$ cat src/rtl/seq_divider.sv
// seq_divider: multi-cycle restoring divider, signed or unsigned, one quotient
// bit per clock, MSB first.
//
// Ports
//   Clock        rising-edge clock
//   Reset        asynchronous active-high reset
//   Start        request, accepted only while idle
//   Signed_Mode  1 = two's-complement operands, 0 = unsigned (taken with Start)
//   A, B         dividend / divisor (taken with Start)
//   Busy         high while dividing or applying sign correction
//   Done         one-cycle pulse when results are updated (or divide-by-zero)
//   Div_Zero     one-cycle pulse with Done when the captured divisor was zero
//   HI_Out       remainder
//   LO_Out       quotient
//
// state | meaning
// ------+--------------------------------------------------------------
// IDLE  | waiting for Start
// CALC  | restoring iterations, WIDTH cycles
// FIX   | sign-correct quotient/remainder, publish results, pulse Done
// DONE  | divisor was zero: pulse Done and Div_Zero, results untouched

module seq_divider #(
    parameter int WIDTH = 32
) (
    input  logic             Clock,
    input  logic             Reset,
    input  logic             Start,
    input  logic             Signed_Mode,
    input  logic [WIDTH-1:0] A,
    input  logic [WIDTH-1:0] B,
    output logic             Busy,
    output logic             Done,
    output logic             Div_Zero,
    output logic [WIDTH-1:0] HI_Out,
    output logic [WIDTH-1:0] LO_Out
);

    localparam int CW = $clog2(WIDTH);

    typedef enum logic [1:0] {
        S_IDLE,
        S_CALC,
        S_FIX,
        S_DONE
    } state_t;

    state_t state, state_nxt;

    logic [CW-1:0]    cnt;
    logic [WIDTH-1:0] dvd;
    logic [WIDTH-1:0] mag_b;
    logic [WIDTH-1:0] quo;
    logic [WIDTH-1:0] rem;
    logic             neg_q;
    logic             neg_r;

    logic             a_neg;
    logic             b_neg;
    logic [WIDTH-1:0] mag_a_in;
    logic [WIDTH-1:0] mag_b_in;
    logic [WIDTH:0]   part;
    logic [WIDTH:0]   diff;
    logic             fit;
    logic             cnt_tc;

    // The most negative value negates to itself, which is exactly its
    // magnitude when read as an unsigned WIDTH-bit number.
    always_comb begin
        a_neg    = Signed_Mode & A[WIDTH-1];
        b_neg    = Signed_Mode & B[WIDTH-1];
        mag_a_in = a_neg ? -A : A;
        mag_b_in = b_neg ? -B : B;
        part     = {rem, dvd[WIDTH-1]};
        diff     = part - {1'b0, mag_b};
        fit      = ~diff[WIDTH];
        cnt_tc   = (cnt == '0);
    end

    always_ff @(posedge Clock or posedge Reset) begin
        if (Reset) begin
            state <= S_IDLE;
        end else begin
            state <= state_nxt;
        end
    end

    always_comb begin
        state_nxt = state;
        case (state)
            S_IDLE: begin
                if (Start) begin
                    state_nxt = (B == '0) ? S_DONE : S_CALC;
                end
            end
            S_CALC: begin
                if (cnt_tc) begin
                    state_nxt = S_FIX;
                end
            end
            S_FIX:   state_nxt = S_IDLE;
            S_DONE:  state_nxt = S_IDLE;
            default: state_nxt = S_IDLE;
        endcase
    end

    assign Busy = (state == S_CALC) || (state == S_FIX);

    always_ff @(posedge Clock or posedge Reset) begin
        if (Reset) begin
            cnt      <= '0;
            dvd      <= '0;
            mag_b    <= '0;
            quo      <= '0;
            rem      <= '0;
            neg_q    <= 1'b0;
            neg_r    <= 1'b0;
            Done     <= 1'b0;
            Div_Zero <= 1'b0;
            HI_Out   <= '0;
            LO_Out   <= '0;
        end else begin
            Done     <= 1'b0;
            Div_Zero <= 1'b0;
            case (state)
                S_IDLE: begin
                    if (Start) begin
                        neg_q <= a_neg ^ b_neg;
                        neg_r <= a_neg;
                        dvd   <= mag_a_in;
                        mag_b <= mag_b_in;
                        quo   <= '0;
                        rem   <= '0;
                        cnt   <= CW'(WIDTH - 1);
                    end
                end
                S_CALC: begin
                    dvd <= {dvd[WIDTH-2:0], 1'b0};
                    quo <= {quo[WIDTH-2:0], fit};
                    rem <= fit ? diff[WIDTH-1:0] : part[WIDTH-1:0];
                    if (!cnt_tc) begin
                        cnt <= cnt - CW'(1);
                    end
                end
                S_FIX: begin
                    LO_Out <= neg_q ? -quo : quo;
                    HI_Out <= neg_r ? -rem : rem;
                    Done   <= 1'b1;
                end
                S_DONE: begin
                    Done     <= 1'b1;
                    Div_Zero <= 1'b1;
                end
                default: ;
            endcase
        end
    end

endmodule

$ cat config.mk
export PLATFORM = sky130hd
export DESIGN_NAME = seq_divider
export DESIGN_NICKNAME = d
export VERILOG_FILES = /design/src/rtl/seq_divider.sv
export SDC_FILE = /design/constraint.sdc
export NUM_CORES = 1
export LEC_CHECK = 0
export BUFFER_PORTS_ARGS = -buffer_cell sky130_fd_sc_hd__buf_2
export CAP_MARGIN = 20
export CORE_ASPECT_RATIO = 0.9
export CORE_MARGIN = 8
export CORE_UTILIZATION = 35
export CTS_CLUSTER_DIAMETER = 120
export DETAILED_ROUTE_END_ITERATION = 10
export GPL_TIMING_DRIVEN = 0
export PLACE_DENSITY = 0.61
export SYNTH_ARGS = -nofsm -noshare
export SYNTH_HDL_FRONTEND = slang
export SYNTH_SLANG_ARGS = --single-unit
$ cat constraint.sdc
create_clock -name Clock -period 19.8 [get_ports Clock]
set_clock_uncertainty 0.2 [all_clocks]
set_input_delay 1.98 -clock Clock [delete_from_list [all_inputs] [get_ports Clock]]
set_output_delay 1.98 -clock Clock [all_outputs]
set_load 0.01 [all_outputs]
==> results of run 1 <==
## metal layers
metal | vias to the layer above | global-route usage (%) | share of wire, %
li1 | 5199 | - | -
met1 | 4938 | 23.52 | 49
met2 | 209 | 24.90 | 43
met3 | 52 | 3.798 | 6.0
met4 | 10 | 3.270 | 1.6
met5 | - | 0 | 0.18
## layout by cell type, fill, tap and decap left out, types with 4 or more instances in the layout
master     Yosys  final
dfrtp_1      203    203
nand4_1        4      4
xor2_1        96     96
or4_1         15     15
o31a_1         4      4
a21o_1        11     11
inv_1         52     51
nor2_1       114    114
o21ai_1        4      4
nor4_1        11     11
mux2i_1       35     35
or3_1         16     16
nor3_1        15     15
buf_2          3    136
a31oi_1        6      6
o41ai_1       15     15
nand3_1        7      7
xnor2_1       49     49
ha_1          43     43
or2_2          9      9
o21ai_0      152    152
clkbuf_1      56     63
and3_1         6      6
clkbuf_8       0      5
a21boi_0       5      5
clkinv_2       0      4
a22o_1        31     31
diode_2        0      7
a21oi_1      126    126
buf_1         11     11
clkbuf_16      0     24
o31ai_1       25     25
nand2_1      162    162
nor2b_1        9      9
o211ai_1       6      6
and2_1        11     11
mux2_2        13     13
nand2b_1      15     15
## worst max-delay path by stage
stage	startpoint	end	slack [ns]	depth (start not counted)
2_1_floorplan	Reset	Div_Zero$_DFF_PP0_	12.08	1
3_3_place_gp	Reset	dvd[19]$_DFFE_PP0P_	9.68	2
3_5_place_dp	A[0]	dvd[30]$_DFFE_PP0P_	14.67	11
4_1_cts	dvd[31]$_DFFE_PP0P_	rem[18]$_DFFE_PP0P_	15.17	14
5_1_grt	dvd[31]$_DFFE_PP0P_	rem[19]$_DFFE_PP0P_	14.78	14
6_report	A[0]	dvd[30]$_DFFE_PP0P_	15.17	11
## worst reg2reg max path: stages (launching register included)
cell and delay (ns):
dfrtp_1 0.35, inv_1 0.10, ha_1 0.24, fa_1 0.38
nand2b_1 0.20, a21oi_1 0.27, o21ai_0 0.17, a21boi_0 0.51
o2111ai_1 0.29, and3_1 0.22, nor3_1 0.17, clkbuf_1 0.50
buf_1 0.53, mux2i_1 0.27, o21ai_0 0.10
## registers in the layout (all words and copies together), names as in the netlist
register,flops
Done,1
state,2
mag_b,32
dvd,32
quo,32
neg_q,1
rem,32
HI_Out,32
LO_Out,32
Div_Zero,1
neg_r,1
cnt,5
## metrics by stage
step / power [mW] / hold WS, ns / setup slack, ns
floorplan: 1.372 / 0.2492 / 12.08
global placement: 1.679 / 0.2617 / 9.681
detailed placement: 1.700 / 0.2707 / 14.67
CTS: 2.143 / 0.2833 / 15.17
global route: 2.311 / 0.3013 / 14.78
finish: 2.123 / 0.2786 / 15.17
## Yosys cell counts (13+ instances only)
library cell,number,share of area [%]
nor3_1,15,0.61
or3_1,16,0.82
inv_1,52,1.6
mux2i_1,35,2.9
xnor2_1,49,3.5
o41ai_1,15,1.1
or4_1,15,0.92
nand2_1,162,5.0
o31ai_1,25,1.5
nand2b_1,15,0.77
ha_1,43,4.4
a21oi_1,126,5.2
dfrtp_1,203,42
o21ai_0,152,6.2
mux2_2,13,1.2
a22o_1,31,2.2
xor2_1,96,6.9
nor2_1,114,3.5
clkbuf_1,56,1.7
## where the power goes
part | internal (mW) | leakage (nW) | switching (mW)
registers | 0.562 | 2.60 | 0.0979
clock network | 0.256 | 0.381 | 0.175
logic | 0.393 | 3.46 | 0.640
total | 1.21 | 6.44 | 0.913
## cells by family (layout without fill, tap and decap cells)
logic type               after synthesis  in the layout  synth area share (%)
AND/OR/NAND/NOR                      407            407                 15.40
XOR/XNOR                             145            145                 10.38
other                                  0              7                     0
adder cells (fa/ha/maj)               44             44                 4.560
AO/OA/AOI/OAI                        410            410                 20.33
multiplexers                          48             48                 4.059
buffers and inverters                122            299                 3.773
flip-flops                           203            203                 41.51
## layout make-up
class	count	area [sq um]
Antenna cell	7	17.52
Buffer	70	266.5
Clock buffer	36	695.7
Clock inverter	7	75.07
Fill cell	3516	20410
Inverter	52	202.7
Multi-Input combinational cell	1054	6696
Sequential cell	203	5080
Tap cell	469	586.8
Timing Repair Buffer	134	693.2
==> flow_summary.json, run 1 <==
{
  "status": "complete, no violations",
  "ff2ff_setup_slack_ns": 15.17,
  "fin_crit_ns": 4.626,
  "ff2ff_path_depth": 14,
  "core_area_sq_um": 34730,
  "cts_buffers": 24,
  "setup_violations": 0,
  "gp_congestion": 0.8879,
  "grt_pass1_wl_um": 55900,
  "yosysWarnings": 0,
  "finalSetupTns_ns": 0,
  "path_max_fanout": 5,
  "ctsHoldBuffers": 0,
  "num_vias": 10408,
  "rr_endpoint": "rem[18]$_DFFE_PP0P_",
  "slowest_stage": "or4_1",
  "die_w_um": 213.1,
  "maxSlewHeadroom_pct": 50.30,
  "dp_hpwl_um": 26270,
  "critical-path-max-stage-delay_ns": 0.66,
  "antenna_found_initial": 9,
  "instances_no_fill": 2032,
  "finalHoldViolations": 0,
  "drc": 0,
  "rows": 65,
  "drv_slew": 0,
  "firstDrtPassIters": 5,
  "rsz0062_at_grt": "no",
  "stdcell_area_sq_um": 14310,
  "fin_util_pct": 41.22,
  "die_h_um": 193.4,
  "rr_startpoint": "dvd[31]$_DFFE_PP0P_",
  "seq_area_frac_synth_pct": 41.51,
  "p_per_area_nw_per_um2": 148.3,
  "critPathBufInv": 2,
  "p_leak_nw": 6.439,
  "critPathRequiredTime_ns": 20.00,
  "syn_inst": 1379,
  "dieArea_sq_um": 41210,
  "wire_per_inst_um": 16.84,
  "grt_pass1_vias": 10364,
  "cp_cell_sequence": "buf_2, inv_1, ha_1, nand2_1, or4_1, or4_1, o31ai_1, o21ai_1, xnor2_1, o21ai_1, mux2_2",
  "synthesis.area_sq_um": 12240,
  "irDropWorstVdd_uv": 68.10,
  "hold_class": "flop to flop",
  "cts_sinks": 203,
  "clk_latency_ns": 0.53,
  "drt-vias-per-instance": 5.122,
  "synth_edf_count": 0,
  "post-route-period-util_pct": 23.36,
  "syn-num-nets": 1491,
  "io_pins": 135,
  "postCtsSetupBuffers": 0,
  "synth_cell_type_count": 58,
  "cts_max_path_buffers": 3,
  "holdPathStages": 2,
  "worstMarginPinSlew_ns": 0.7455,
  "clk_transition_reported_paths_ns": 0.06,
  "gr-total-overflow": 0,
  "place_area_sq_um": 13530,
  "synth_area_per_cell_sq_um": 8.875,
  "start_kind": "input pin",
  "critPathArrivalTime_ns": 4.82,
  "cts_root_buffer": "clkbuf_16",
  "initial_core_util_pct": 35.24,
  "ys_ff_latch": 203,
  "drive_above_1_share_pct": 13.17,
  "synth_flop_cell": "dfrtp_1",
  "postRouteAntennaNets": 0,
  "grt_max_degree": 110,
  "cts_tree": "built",
  "cts_resized": 0,
  "grt.total_usage_pct": 16.40,
  "syn_to_final_growth_pct": 16.96,
  "min_to": "mag_b[20]$_DFFE_PP0P_",
  "cp_top_family": "simple AND/OR/NAND/NOR gates",
  "drt_iter0_drc": 884,
  "hold_start": "mag_b[20]$_DFFE_PP0P_",
  "totalWireLength_um": 34230,
  "synthArstFlopShare_pct": 100.0,
  "port_buffers": 133,
  "critPathKind": "input pin to flop",
  "max_freq_ghz": 0.2162,
  "dp.cells": 1982,
  "drv_cap": 0,
  "htree_num_levels": 1,
  "layout.nets": 1651,
  "worstSetupEndpointType": "flop"
}
(Power assumes the default switching activity.)
==> inputs of run 2 (changes only) <==
==> constraint.sdc (replaced) <==
create_clock -name Clock -period 4.7 [get_ports Clock]
set_clock_uncertainty 0.2 [all_clocks]
set_input_delay 0.47 -clock Clock [delete_from_list [all_inputs] [get_ports Clock]]
set_output_delay 0.47 -clock Clock [all_outputs]
set_load 0.01 [all_outputs]
==> flow_summary.json, run 2 (synthesis gave the netlist of run 1 again) <==
{
  "finalHoldViolations": 0,
  "max_freq_ghz": 0.2341,
  "fillers": 3505,
  "status": "complete, no violations",
  "fin_util_pct": 41.43,
  "layout.nets": 1656,
  "layout_commonest_cell": "dfrtp_1",
  "syn_to_final_growth_pct": 17.55,
  "dieArea_sq_um": 41210,
  "drv_cap": 0,
  "htree_num_levels": 1,
  "cts_root_buffer": "clkbuf_16",
  "wire_per_inst_um": 16.61,
  "worstSetupEndpointType": "flop",
  "rsz0062_at_grt": "no",
  "grt_pass1_vias": 10233,
  "regArea_sq_um": 5080,
  "grt.total_usage_pct": 16.12,
  "critPathRequiredTime_ns": 4.88,
  "p_per_area_nw_per_um2": 621.6,
  "antenna_found_initial": 6,
  "totalWireLength_um": 33760,
  "maxSlewHeadroom_pct": 51.61,
  "grt_max_degree": 43,
  "die_h_um": 193.4,
  "irDropWorstVdd_uv": 265.4,
  "drt-vias-per-instance": 5.105,
  "clk_transition_reported_paths_ns": 0.06,
  "postCtsSetupBuffers": 0,
  "io_pins": 135,
  "p_leak_nw": 6.475,
  "postRouteAntennaNets": 0,
  "gp_congestion": 0.8760,
  "path_max_fanout": 10,
  "cts_tree": "built",
  "cts_max_path_buffers": 3,
  "die_w_um": 213.1,
  "drc": 0,
  "clk_latency_ns": 0.52,
  "finalPower_mw": 8.943,
  "finalSetupTns_ns": 0,
  "fin_crit_ns": 4.273,
  "port_buffers": 133,
  "drive_above_1_share_pct": 13.40,
  "worstMarginPinSlew_ns": 0.7258,
  "cts_sinks": 203,
  "post-route-period-util_pct": 90.91,
  "cts_buffers": 24,
  "critPathKind": "flop to flop",
  "dp_hpwl_um": 26660,
  "start_kind": "flop",
  "grt_pass1_wl_um": 55030,
  "gr-total-overflow": 0,
  "core_area_sq_um": 34730,
  "critPathArrivalTime_ns": 4.46,
  "layout_common_cells": "203 x dfrtp_1, 162 x nand2_1, 152 x o21ai_0",
  "hold_class": "input pin to flop",
  "initial_core_util_pct": 35.24,
  "multiInputGateArea_sq_um": 6696,
  "num_vias": 10374,
  "rows": 65,
  "firstDrtPassIters": 5,
  "drt_iter0_drc": 586,
  "drv_slew": 0,
  "setup_violations": 0
}
[run 2: worst paths after layout]
kind,from,end,slack (ns),cells past startpoint
hold / removal,B[1],mag_b[1]$_DFFE_PP0P_,0.04,3
max in group asynchronous,Reset,dvd[21]$_DFFE_PP0P_,2.98,6
min in group asynchronous,Reset,HI_Out[11]$_DFFE_PP0P_,0.25,3
setup reg to reg,dvd[31]$_DFFE_PP0P_,rem[12]$_DFFE_PP0P_,0.43,14
setup / recovery,dvd[31]$_DFFE_PP0P_,rem[12]$_DFFE_PP0P_,0.43,14
hold reg to reg,mag_b[16]$_DFFE_PP0P_,mag_b[16]$_DFFE_PP0P_,0.27,2
[run 2: layout make-up]
class | instances | area share (%)
multi-input combinational | 1054 | 46.55
sequential | 203 | 35.31
timing repair buffer | 139 | 5.392
clock buffer | 34 | 4.644
tap | 469 | 4.079
buffer | 70 | 1.861
inverter | 52 | 1.383
clock inverter | 8 | 0.7306
antenna | 3 | 0.05218
[run 2: repair_timing]
action                                  4_1_cts  5_1_grt
hold buffers                                  1        0
endpoints found under the setup margin        0       29
resized for setup                             0        2
hold endpoints to repair                     66        0
[run 2: critical path, stage by stage (launching register included)]
cell,delay [ns]
dfrtp_1,0.34
inv_1,0.09
ha_1,0.24
fa_1,0.39
nand2b_1,0.20
a21oi_1,0.29
o21ai_0,0.18
a21boi_1,0.36
o2111ai_1,0.26
and3_1,0.22
nor3_1,0.17
clkbuf_1,0.45
buf_2,0.41
mux2i_1,0.23
o21ai_0,0.09
[run 2: power breakdown]
part | switching, mW | internal [mW]
Sequential | 0.415 | 2.37
Combinational | 2.67 | 1.66
Clock | 0.729 | 1.10
[run 2: through the flow]
stage,instances,instance area [sq um],setup WS (ns),hold slack [ns]
after global placement,1981,13490,0.07968,0.2614
after floorplan,1379,12240,1.165,0.2492
after CTS,2029,14380,0.07555,0.01691
after global routing,2031,14380,0.01917,0.05986
final,2032,14390,0.4274,0.03633
after detailed placement,1986,13590,0.1073,0.2388
[run 2: routing by layer]
layer	up-vias	routed length, um	GRT usage (%)
li1	5200	-	-
met1	4931	16580	23.18
met2	188	14500	24.57
met3	47	2014	3.474
met4	8	621	3.321
met5	-	39	0
